--- src/rtl/wb_load_store_unit.sv ---
// Wishbone B4 classic load/store master: byte-lane steering, load extension,
// two-beat splitting of word-crossing accesses, retry and timeout handling.
module wb_load_store_unit #(
    parameter int SPLIT_MISALIGNED = 1,
    parameter int MAX_RETRY        = 3,
    parameter int TIMEOUT          = 255
) (
    input  logic        clk_i,
    input  logic        rst_i,
    input  logic        req_valid_i,
    output logic        req_ready_o,
    input  logic        req_we_i,
    input  logic [2:0]  req_funct3_i,
    input  logic [31:0] req_addr_i,
    input  logic [31:0] req_wdata_i,
    output logic        rsp_valid_o,
    output logic [31:0] rsp_rdata_o,
    output logic        rsp_err_o,
    output logic        cyc_o,
    output logic        stb_o,
    output logic        we_o,
    output logic [31:0] adr_o,
    output logic [3:0]  sel_o,
    output logic [31:0] dat_o,
    input  logic [31:0] dat_i,
    input  logic        ack_i,
    input  logic        err_i,
    input  logic        rty_i
);
    typedef enum logic [2:0] {IDLE, BEAT1, BEAT2, RETRY, RESP} state_t;

    localparam logic [7:0] MAX_RETRY_L = 8'(MAX_RETRY);
    localparam logic [7:0] TIMEOUT_L   = 8'(TIMEOUT);

    state_t      state_reg, state_next;
    logic        we_reg, second_reg;
    logic [2:0]  funct3_reg;
    logic [31:0] addr_reg, wdata_reg;
    logic [31:0] data_reg, data_next;
    logic [7:0]  retry_reg, retry_next, timer_reg, timer_next;
    logic [31:0] rsp_rdata_reg, rsp_rdata_next;
    logic        rsp_err_reg, rsp_err_next;
    logic        capture, finish, finish_err;

    function automatic logic [3:0] lane_mask(input logic [1:0] sz);
        case (sz)
            2'b00:   return 4'b0001;
            2'b01:   return 4'b0011;
            default: return 4'b1111;
        endcase
    endfunction

    function automatic logic crosses(input logic [1:0] off, input logic [1:0] sz);
        logic [2:0] nbytes;
        nbytes = (sz == 2'b00) ? 3'd1 : (sz == 2'b01) ? 3'd2 : 3'd4;
        return ({2'b00, off} + {1'b0, nbytes}) > 4'd4;
    endfunction

    function automatic logic legal(input logic we, input logic [2:0] f3);
        if (we)
            return !f3[2] && (f3[1:0] != 2'b11);
        return (f3[1:0] != 2'b11) && (f3 != 3'b110);
    endfunction

    function automatic logic [31:0] rotl(input logic [31:0] x, input logic [1:0] off);
        logic [63:0] d;
        d = {x, x} << {off, 3'b000};
        return d[63:32];
    endfunction

    function automatic logic [31:0] rotr(input logic [31:0] x, input logic [1:0] off);
        logic [63:0] d;
        d = {x, x} >> {off, 3'b000};
        return d[31:0];
    endfunction

    logic [1:0]  off;
    logic [7:0]  lanes_wide;
    logic        split;
    logic        beat;
    logic [31:0] base_adr, merged, aligned, load_result;

    assign off        = addr_reg[1:0];
    assign lanes_wide = {4'b0000, lane_mask(funct3_reg[1:0])} << off;
    assign split      = crosses(off, funct3_reg[1:0]);
    assign beat       = (state_reg == BEAT1) || (state_reg == BEAT2);
    assign base_adr   = {addr_reg[31:2], 2'b00};

    assign req_ready_o = (state_reg == IDLE);
    assign rsp_valid_o = (state_reg == RESP);
    assign rsp_rdata_o = rsp_rdata_reg;
    assign rsp_err_o   = rsp_err_reg;
    assign cyc_o       = beat;
    assign stb_o       = beat;
    assign we_o        = beat && we_reg;
    assign adr_o       = !beat ? 32'd0 : (state_reg == BEAT2) ? base_adr + 32'd4 : base_adr;
    assign sel_o       = !beat ? 4'b0000 : (state_reg == BEAT2) ? lanes_wide[7:4] : lanes_wide[3:0];
    assign dat_o       = beat ? rotl(wdata_reg, off) : 32'd0;

    // Each beat owns a disjoint set of lanes, so both beats merge into one word.
    generate
        for (genvar gi = 0; gi < 4; gi++) begin : g_lane
            assign merged[8*gi +: 8] = sel_o[gi] ? dat_i[8*gi +: 8] : data_reg[8*gi +: 8];
        end
    endgenerate

    assign aligned = rotr(merged, off);

    always_comb begin
        case (funct3_reg)
            3'b000:  load_result = {{24{aligned[7]}}, aligned[7:0]};
            3'b001:  load_result = {{16{aligned[15]}}, aligned[15:0]};
            3'b100:  load_result = {24'd0, aligned[7:0]};
            3'b101:  load_result = {16'd0, aligned[15:0]};
            default: load_result = aligned;
        endcase
    end

    always_comb begin
        state_next     = state_reg;
        data_next      = data_reg;
        retry_next     = retry_reg;
        timer_next     = timer_reg;
        rsp_rdata_next = rsp_rdata_reg;
        rsp_err_next   = rsp_err_reg;
        capture        = 1'b0;
        finish         = 1'b0;
        finish_err     = 1'b0;
        case (state_reg)
            IDLE: begin
                if (req_valid_i) begin
                    capture    = 1'b1;
                    data_next  = 32'd0;
                    retry_next = 8'd0;
                    timer_next = 8'd0;
                    if (!legal(req_we_i, req_funct3_i) ||
                        (SPLIT_MISALIGNED == 0 && crosses(req_addr_i[1:0], req_funct3_i[1:0]))) begin
                        finish     = 1'b1;
                        finish_err = 1'b1;
                    end else begin
                        state_next = BEAT1;
                    end
                end
            end
            BEAT1, BEAT2: begin
                if (err_i) begin
                    finish     = 1'b1;
                    finish_err = 1'b1;
                end else if (rty_i) begin
                    if (retry_reg >= MAX_RETRY_L) begin
                        finish     = 1'b1;
                        finish_err = 1'b1;
                    end else begin
                        retry_next = retry_reg + 8'd1;
                        state_next = RETRY;
                    end
                end else if (ack_i) begin
                    data_next = merged;
                    if (state_reg == BEAT1 && split) begin
                        state_next = BEAT2;
                        retry_next = 8'd0;
                        timer_next = 8'd0;
                    end else begin
                        finish = 1'b1;
                    end
                end else if (TIMEOUT != 0 && timer_reg == TIMEOUT_L - 8'd1) begin
                    finish     = 1'b1;
                    finish_err = 1'b1;
                end else begin
                    timer_next = timer_reg + 8'd1;
                end
            end
            RETRY: begin
                state_next = second_reg ? BEAT2 : BEAT1;
                timer_next = 8'd0;
            end
            RESP:    state_next = IDLE;
            default: state_next = IDLE;
        endcase
        if (finish) begin
            state_next     = RESP;
            rsp_err_next   = finish_err;
            rsp_rdata_next = (finish_err || we_reg) ? 32'd0 : load_result;
        end
    end

    always_ff @(posedge clk_i or posedge rst_i) begin
        if (rst_i) begin
            state_reg     <= IDLE;
            we_reg        <= 1'b0;
            second_reg    <= 1'b0;
            funct3_reg    <= 3'd0;
            addr_reg      <= 32'd0;
            wdata_reg     <= 32'd0;
            data_reg      <= 32'd0;
            retry_reg     <= 8'd0;
            timer_reg     <= 8'd0;
            rsp_rdata_reg <= 32'd0;
            rsp_err_reg   <= 1'b0;
        end else begin
            state_reg     <= state_next;
            data_reg      <= data_next;
            retry_reg     <= retry_next;
            timer_reg     <= timer_next;
            rsp_rdata_reg <= rsp_rdata_next;
            rsp_err_reg   <= rsp_err_next;
            if (capture) begin
                we_reg     <= req_we_i;
                funct3_reg <= req_funct3_i;
                addr_reg   <= req_addr_i;
                wdata_reg  <= req_wdata_i;
                second_reg <= 1'b0;
            end else if (state_reg == BEAT2) begin
                second_reg <= 1'b1;
            end
        end
    end
endmodule

--- config.mk ---
export PLATFORM = sky130hd
export DESIGN_NAME = wb_load_store_unit
export DESIGN_NICKNAME = d
export VERILOG_FILES = /design/src/rtl/wb_load_store_unit.sv
export SDC_FILE = /design/constraint.sdc
export NUM_CORES = 1
export LEC_CHECK = 0
export ABC_AREA = 1
export CORE_UTILIZATION = 40
export CTS_BUF_LIST = sky130_fd_sc_hd__clkbuf_16
export DETAILED_ROUTE_END_ITERATION = 16
export PLACE_DENSITY = 0.78
export SETUP_SLACK_MARGIN = 0.2
export SLEW_MARGIN = 10
export SYNTH_ARGS = -nofsm -noshare
export SYNTH_HDL_FRONTEND = slang
export SYNTH_SLANG_ARGS = --single-unit
--- constraint.sdc ---
create_clock -name clk_i -period 15.6 [get_ports clk_i]
set_input_delay 3.9 -clock clk_i [delete_from_list [all_inputs] [get_ports clk_i]]
set_output_delay 3.9 -clock clk_i [all_outputs]
set_load 0.005 [all_outputs]
==> metrics.cfg <==
[status]
status = finished, final reports clean

[sta]
setup_slack_ns = 8.22
setup_tns_ns = 0
max_slew_margin_pct = 36.0
fmax_mhz = 136
fin_crit_sh_pct = 47.3
report.final.slew_viol_count = 0
finalSetupViolCount = 0
tightest_slew_ns = 0.958
min_period_ns = 7.38
rsz0062_at_grt = false
hold_viol_final = 0
clock_skew_ns = 0.0115

[worst_setup_path]
crit_path_end_kind = output port
worstSetupStartpointType = register
arrival_ns = 3.48
cp_max_fo = 93
path_class = register to output port
worstPathRequired_ns = 11.70

[global_route]
grt_pass1_wl_um = 45900
grt_pass1_vias = 9150
antenna_found_initial = 2
overflow = 0
grt_usage_pct = 24.2
grt_max_degree = 103

[synthesis]
synth_top_family_by_area = simple AND/OR/NAND/NOR gates
synth-compound-area-share_pct = 12.2
synth_cells = 1391
yosys.area_share.simple_pct = 34.9
ys_ff_latch = 153
synth_xor_area_share_pct = 1.49
yosys.area_share.adder_pct = 0.880
muxShareOfSynthArea_pct = 0
ys_seq_area_share_pct = 40.8
netlist_area_um2 = 9390
syn_avg_cell_area_um2 = 6.75
synthFlopType = dfrtp_1
synth_warnings = 0
yosysUniqueCellTypes = 44
synth_edf_count = 0
synthArstFlopShare_pct = 100

[clock_network]
insertion_delay_ns = 0.43
cts_buffer_depth = 2
clk_pin_slew_ns = 0.06
cts_root_buf = clkbuf_16
cts_buffers = 17
postCtsHoldBufs = 0
cts_resized = 0
h-tree-depth = 4
cts_setup_buffers = 0
cts_sinks = 153
cts_tree = done

[final_layout]
drive_above_1_share_pct = 4.40
fillers = 2217
finalInstanceArea_um2 = 12200
nets = 1668
final_cell_mix = nand2_1, clkdlybuf4s50_1, o21ai_0
syn2layout_area_growth_pct = 30.0
diodes = 0
mostFrequentLayoutCell = nand2_1

[route]
vias = 9694
drt_iter0_markers = 902
drtAntennaViolNets = 0
wl_per_cell_um = 15.1
drc = 0
vias_per_cell = 5.15
drtPass1Iterations = 7
drt-total-wl_um = 28500

[floorplanning]
start_util_pct = 41.1
die_w_um = 155
std_cell_rows = 55
die_y_um = 155
pin_count = 212
die_area_um2 = 24100
core_area_um2 = 22800

[power]
total_power_mw = 2.34
power_leakage_nw = 5.69
powerDensity_nw_per_um2 = 191
ir_drop_uv = 97.6

[placement]
placed_area_um2 = 11600
pre_cts_slack_ns = 8.74
port_buffers = 209
dp_hpwl_um = 20200
place.gp.congestion = 0.935

[hold_path]
min_path_type = register to register

[flow_run]
cap_violations = 0

-- worst paths after layout --
check | start | endpoint | slack, ns | cells past startpoint
worst max-delay path | addr_reg[0] | sel_o[0] | 8.22 | 6
worst max register to register | addr_reg[0] | rsp_rdata_o[26] | 11.57 | 15
worst min register to register | rsp_err_o | rsp_err_o | 0.47 | 2
max in group asynchronous | rst_i | addr_reg[0] | 10.31 | 3
worst min-delay path | rsp_err_o | rsp_err_o | 0.47 | 2
min in group asynchronous | rst_i | addr_reg[13] | 4.03 | 2
-- where the power goes --
part / switching [mW] / internal [mW]
clock network: 0.169 / 0.249
logic: 0.810 / 0.465
registers: 0.102 / 0.543
total: 1.08 / 1.26
-- worst max-delay path: stages, from the launching register on --
cell	delay, ns
dfrtp_2	0.34
buf_4	0.62
inv_2	0.55
o21ai_0	0.40
nand3_2	0.20
nand2_1	0.32
clkdlybuf4s50_1	0.57
-- routing by layer --
layer | share of wire, % | global-route usage, %
met5 | 0.053 | 0
met4 | 3.3 | 9.94
met3 | 9.2 | 6.57
met2 | 45 | 37.8
met1 | 43 | 31.7
-- kinds of logic (layout without fill, tap and decap cells) --
logic type,Yosys count,after routing
other,1,2
AOI/OAI and AO/OA,216,216
DFF,153,153
buffers and inverters,228,404
and+or+nand+nor,771,771
adders and majority gates,6,6
xor gates and xnor gates,16,16
-- synthesized netlist by cell type, types with 3 or more instances --
master	count	share of area (%)
nand3_2	7	0.75
nand3_1	121	6.4
nand2_2	3	0.20
inv_1	149	6.0
nand2_1	436	17
dfrtp_1	153	41
buf_1	8	0.32
nor2_2	3	0.20
o21ai_0	168	9.0
xor2_1	13	1.2
a21oi_1	12	0.64
o21ai_1	12	0.64
buf_2	16	0.85
o22ai_1	13	0.87
clkbuf_1	41	1.6
buf_4	4	0.32
nand4_1	25	1.7
inv_2	6	0.24
ha_1	5	0.67
nor2_1	153	6.1
xnor2_1	3	0.28
nor3_1	9	0.48
-- stage by stage --
stage | std cells | utilization, % | hold slack, ns
floorplan | 1392 | - | 0.460
global placement | 1850 | 50.9 | 0.461
detailed placement | 1850 | 50.9 | 0.464
CTS | 1881 | 53.4 | 0.478
global route | 1881 | 53.4 | 0.503
finish | 1881 | 53.4 | 0.471
-- cell type report --
type                    instances  area (µm²)  share of cell area (%)
clock buffers                  17         425                    3.48
clock inverters                14         159                    1.30
inverters                     157         597                    4.89
multi-input cells            1011        4660                    38.2
flip-flops and latches        153        3830                    31.4
well taps                     313         392                    3.21
repair buffers                216        2140                    17.6
Note: power is estimated with default switching activity, not from simulation.
